[src/rtl/fetch_unit_pkg.sv]
// Shared definitions for the instruction fetch controller: FSM state encoding,
// the PC reset vector and the deepest memory latency the counter supports.
package fetch_unit_pkg;

  typedef enum logic [1:0] {
    S_IDLE = 2'd0,
    S_REQ  = 2'd1,
    S_WAIT = 2'd2,
    S_HOLD = 2'd3
  } fetch_state_e;

  localparam logic [15:0] PC_RESET        = 16'h0080;
  localparam int          MEM_LATENCY_MAX = 3;

endpackage

[src/rtl/fetch_unit_lat_cnt.sv]
// Two-bit memory latency down-counter; isOne marks the cycle in which the
// instruction memory data is valid and may be captured.
module fetch_lat_cnt
  import fetch_unit_pkg::*;
(
  input  logic       i_clock,
  input  logic       i_reset,
  input  logic       i_load,
  input  logic [1:0] i_loadValue,
  input  logic       i_dec,
  output logic       o_isOne
);

  logic [1:0] r_count;

  // Load has priority; decrement saturates at zero so an idle counter stays put.
  always_ff @(posedge i_clock or posedge i_reset) begin
    if (i_reset) begin
      r_count <= '0;
    end else if (i_load) begin
      r_count <= i_loadValue;
    end else if (i_dec && (r_count != 2'd0)) begin
      r_count <= r_count - 2'd1;
    end
  end

  assign o_isOne = (r_count == 2'd1);

endmodule

[src/rtl/fetch_unit.sv]
// Instruction fetch controller: issues one memory read per instruction, captures
// the returned word into IR and hands it to the decoder with a valid/ack handshake.
module fetch_unit
  import fetch_unit_pkg::*;
#(
  parameter int n           = 16,
  parameter int MEM_LATENCY = 1
)
(
  input  logic         Clock,
  input  logic         Reset,
  input  logic         Run,
  input  logic [n-1:0] PC,
  input  logic [n-1:0] Mem_DIN,
  input  logic         IR_ack,
  input  logic         Redirect,
  output logic [n-1:0] Mem_ADDR,
  output logic         Mem_RD,
  output logic         pc_inc,
  output logic [n-1:0] IR,
  output logic         IR_valid,
  output logic         Busy
);

  localparam logic [1:0] LAT_LOAD = MEM_LATENCY[1:0];

  fetch_state_e r_state;
  fetch_state_e w_nextState;
  logic [n-1:0] r_addrLatch;
  logic [n-1:0] r_ir;
  logic         r_irValid;
  logic         r_memRd;
  logic         w_isOne;
  logic         w_capture;

  fetch_lat_cnt u_latCnt (
    .i_clock     (Clock),
    .i_reset     (Reset),
    .i_load      (r_state == S_REQ),
    .i_loadValue (LAT_LOAD),
    .i_dec       (r_state == S_WAIT),
    .o_isOne     (w_isOne)
  );

  // A redirect kills the in-flight fetch, so it suppresses both capture and pc_inc.
  always_comb begin
    w_nextState = r_state;
    w_capture   = 1'b0;
    case (r_state)
      S_IDLE: begin
        if (Run) w_nextState = S_REQ;
      end
      S_REQ: begin
        w_nextState = S_WAIT;
      end
      S_WAIT: begin
        if (Redirect) begin
          w_nextState = S_REQ;
        end else if (w_isOne) begin
          w_capture   = 1'b1;
          w_nextState = S_HOLD;
        end
      end
      S_HOLD: begin
        if (Redirect) begin
          w_nextState = S_REQ;
        end else if (IR_ack) begin
          w_nextState = Run ? S_REQ : S_IDLE;
        end
      end
      default: w_nextState = S_IDLE;
    endcase
  end

  always_ff @(posedge Clock or posedge Reset) begin
    if (Reset) begin
      r_state     <= S_IDLE;
      r_addrLatch <= '0;
      r_ir        <= '0;
      r_irValid   <= 1'b0;
      r_memRd     <= 1'b0;
    end else begin
      r_state <= w_nextState;
      r_memRd <= (w_nextState == S_REQ);
      if (r_state == S_REQ) r_addrLatch <= PC;
      if (w_capture) begin
        r_ir      <= Mem_DIN;
        r_irValid <= 1'b1;
      end else if ((r_state == S_HOLD) && (IR_ack || Redirect)) begin
        r_irValid <= 1'b0;
      end
    end
  end

  // In REQ the address passes straight through so a same-cycle PC write is honoured.
  assign Mem_ADDR = (r_state == S_REQ) ? PC : r_addrLatch;
  assign Mem_RD   = r_memRd;
  assign pc_inc   = w_capture;
  assign IR       = r_ir;
  assign IR_valid = r_irValid;
  assign Busy     = (r_state != S_IDLE);

endmodule

[config.mk]
export PLATFORM = sky130hd
export DESIGN_NAME = fetch_unit
export DESIGN_NICKNAME = d
export VERILOG_FILES = /design/src/rtl/fetch_unit_pkg.sv /design/src/rtl/fetch_unit_lat_cnt.sv /design/src/rtl/fetch_unit.sv
export SDC_FILE = /design/constraint.sdc
export NUM_CORES = 1
export LEC_CHECK = 0
export CAP_MARGIN = 15
export CORE_AREA = 3 3 65 67
export DETAILED_ROUTE_END_ITERATION = 10
export DIE_AREA = 0 0 68 70
export MAX_ROUTING_LAYER = met4
export PLACE_DENSITY = 0.8
export SLEW_MARGIN = 20
export SYNTH_ARGS = -nofsm -noshare
export SYNTH_HDL_FRONTEND = slang
export SYNTH_SLANG_ARGS = --single-unit
[constraint.sdc]
create_clock -name Clock -period 4.85 [get_ports Clock]
set_clock_uncertainty 0.2 [all_clocks]
set_input_delay 0.485 -clock Clock [delete_from_list [all_inputs] [get_ports Clock]]
set_output_delay 0.485 -clock Clock [all_outputs]
set_load 0.005 [all_outputs]
==> impl_metrics.py <==
metrics = {
    "logic_synthesis": {
        "syn_avg_cell_area_sq_um": 15.2,
        "syn-num-nets": 144,
        "synth.yosys.warnings": 0,
        "synth_most_common_cell": "dfrtp_1",
        "seq_area_frac_synth_pct": 59.5,
        "synth.top_cell.area_share_pct": 59.5,
        "syn_area_sq_um": 1600,
        "yosys.area.top_type": "dfrtp_1",
        "synth_edf_count": 0,
        "async_reset_ff_share_pct": 100,
        "synth_flop_cell": "dfrtp_1",
        "synth_commonest_cells": "dfrtp_1 (38), mux2_2 (25), mux2_4 (8)",
        "ys_ff_latch": 38,
        "syn_inst": 105,
        "synth_top_cells_by_area": "dfrtp_1 (60%), mux2_2 (18%), mux2_4 (7.5%), ha_1 (1.6%), buf_12 (1.3%)",
        "synth_cell_types": 26,
    },
    "global_routing": {
        "grt_usage_pct": 16.2,
        "grt_max_degree": 21,
        "grt_pass1_wl_microns": 5530,
        "overflow": 0,
        "antenna_found_initial": 0,
        "grt_pass1_vias": 1215,
    },
    "drt": {
        "totalWireLength_microns": 3520,
        "viasPerCell": 4.80,
        "remaining_drc_errors": 0,
        "routedWlPerCell_microns": 15.3,
        "dr.pass1.iters": 3,
        "vias": 1103,
        "ant_nets": 0,
        "drtIter0Drc": 3,
    },
    "placed_design": {
        "portBuffers": 72,
        "post-dp-hpwl_microns": 2730,
        "pre_cts_ws_ns": 2.30,
        "gp_congestion": 0.697,
    },
    "final_layout": {
        "antenna_cells": 0,
        "utilization_pct": 66.0,
        "fin_nets": 220,
        "syn2layout_area_growth_pct": 52.5,
        "multi_input_area_sq_um": 579,
        "seq_area_sq_um": 951,
        "final_layout_size_suffix_gt1_share_pct": 25.3,
        "fillers": 308,
    },
    "worst_setup_path": {
        "cp_data_arrival_time_ns": 2.17,
        "startpoint_type": "flip-flop",
        "path_cells": "and2b_2 > mux2_2 > clkdlybuf4s50_1",
        "slowest_stage": "dfrtp_1",
        "crit_buf_inv": 1,
        "worstSetupStartpoint": "r_state[0]",
        "r2r-start": "u_latCnt.r_count[1]",
        "critical-path-top-delay-family": "flip-flops",
        "cp_max_fo": 17,
        "critical_path_required_ns": 4.16,
        "endpoint_kind": "primary output",
        "critPathKind": "reg2out",
        "cp_slowest_stage_delay_ns": 0.56,
    },
    "sta": {
        "rsz0062_at_grt": "no",
        "period_needed_ns": 2.85,
        "fin_tns_setup_ns": 0,
        "finalMaxSlewViolations": 0,
        "finalHoldViolCount": 0,
        "fmax_mhz": 350,
        "finalSetupViolCount": 0,
        "tightest_slew_ns": 0.703,
        "timing.slew.headroom_pct": 53.1,
        "period_share_pct": 58.9,
        "setup_slack_ns": 2.00,
    },
    "floorplanning": {
        "ios": 73,
        "design.die.area_sq_um": 4760,
        "fp.dieW_microns": 68,
        "start_util_pct": 43.3,
        "die_h_microns": 70,
        "num_rows": 22,
        "core_sq_um": 3690,
    },
    "power_and_ir_drop": {
        "power_mw": 1.56,
        "leakage_nw": 1.03,
        "vdd_drop_max_v": 0.000323,
        "power.density_nw_per_um2": 640,
    },
    "clock_tree": {
        "cts_max_path_buffers": 2,
        "cts_tree": "done",
        "root_buffer": "clkbuf_8",
        "cts_made_buffers": 5,
        "cts.sinks": 38,
        "ctsResizeCount": 0,
        "htreeDepth": 2,
        "cts_hold_buf": 0,
        "clk_pin_slew_ns": 0.07,
        "clkLatencyLatePin_ns": 0.29,
        "cts_setup_buffers": 0,
    },
    "hold_path": {
        "worstHoldPathType": "reg2reg",
        "hp-start": "r_addrLatch[7]",
    },
    "status": {
        "status": "finished, final reports clean",
    },
    "flow_run": {
        "cap_violations": 0,
    },
}
final cells by class:
cell class | instances | area share, %
Timing Repair Buffer | 74 | 30.2
Inverter | 5 | 0.770
Tap cell | 48 | 2.47
Clock buffer | 7 | 3.54
Clock inverter | 1 | 0.205
Multi-Input combinational cell | 57 | 23.8
Sequential cell | 38 | 39.0
where the power goes:
| group | total, mW | switching (mW) | internal (mW) |
|---|---|---|---|
| clock | 0.219 | 0.104 | 0.115 |
| combinational | 0.775 | 0.249 | 0.526 |
| sequential | 0.566 | 0.0879 | 0.478 |
stage by stage:
stage | area, sq um | hold WS [ns] | cells
after floorplan | 1600 | 0.286 | 105
after global placement | 2340 | 0.281 | 222
after detailed placement | 2340 | 0.287 | 222
after CTS | 2440 | 0.303 | 230
after global routing | 2440 | 0.318 | 230
final | 2440 | 0.302 | 230
cell usage in the layout, fill, tap and decap left out:
cell             Yosys  final
clkdlybuf4s50_1      0     72
dfrtp_1             38     38
mux2_2              25     25
mux2_4               8      8
clkbuf_8             0      6
inv_1                5      5
nor2_1               3      3
a21oi_1              2      2
nand2_1              2      2
a22o_1               2      2
ha_1                 2      2
buf_4                1      2
nand2_4              1      1
nor3_4               1      1
o21ai_0              1      1
nor2b_1              1      1
a211o_1              1      1
o31ai_1              1      1
nand2b_1             1      1
nor4b_1              1      1
and2b_2              1      1
nor3_1               1      1
nor4_1               1      1
a31o_2               1      1
a22oi_1              1      1
clkinv_2             0      1
clkbuf_1             0      1
metal layers:
| metal | up-vias | track usage [%] | share of wire (%) |
|---|---|---|---|
| li1 | 514 | - | - |
| met1 | 528 | 18.1 | 39 |
| met2 | 55 | 26.1 | 49 |
| met3 | 6 | 6.11 | 10 |
| met4 | 0 | 5.30 | 1.4 |
| met5 | - | - | 0 |
logic make-up after synthesis:
kind of cell             Yosys count  synth area share, %
AO/OA/AOI/OAI                      9                 4.07
buffers and inverters             10                 4.23
multiplexers                      33                 25.1
adder cells (fa/ha/maj)            2                 1.57
flip-flops                        38                 59.5
AND/OR/NAND/NOR                   13                 5.48
path summary, 6_finish.rpt:
kind                       slack, ns             end  depth (start not counted)
max                             2.00     Mem_ADDR[7]                          3
min                             0.30  r_addrLatch[7]                          1
max reg2reg                     2.93           IR[7]                          6
min reg2reg                     0.30  r_addrLatch[7]                          1
max in group asynchronous       3.31           IR[0]                          3
min in group asynchronous       0.41  r_addrLatch[4]                          2
worst reg2reg max path: cells and delay by family, from the launching register on:
kind,cells,cell delay (ns)
simple gates,2,0.19
buf+inv,2,0.40
mux,1,0.38
flops,1,0.40
fa+ha+maj,1,0.23
flip-flops by register name (all words and copies together), names as in the netlist:
| name | cells |
|---|---|
| Mem_RD | 1 |
| IR_valid | 1 |
| u_latCnt.r_count | 2 |
| IR | 16 |
| r_state | 2 |
| r_addrLatch | 16 |
No activity file was read; power rests on OpenSTA's default activity.
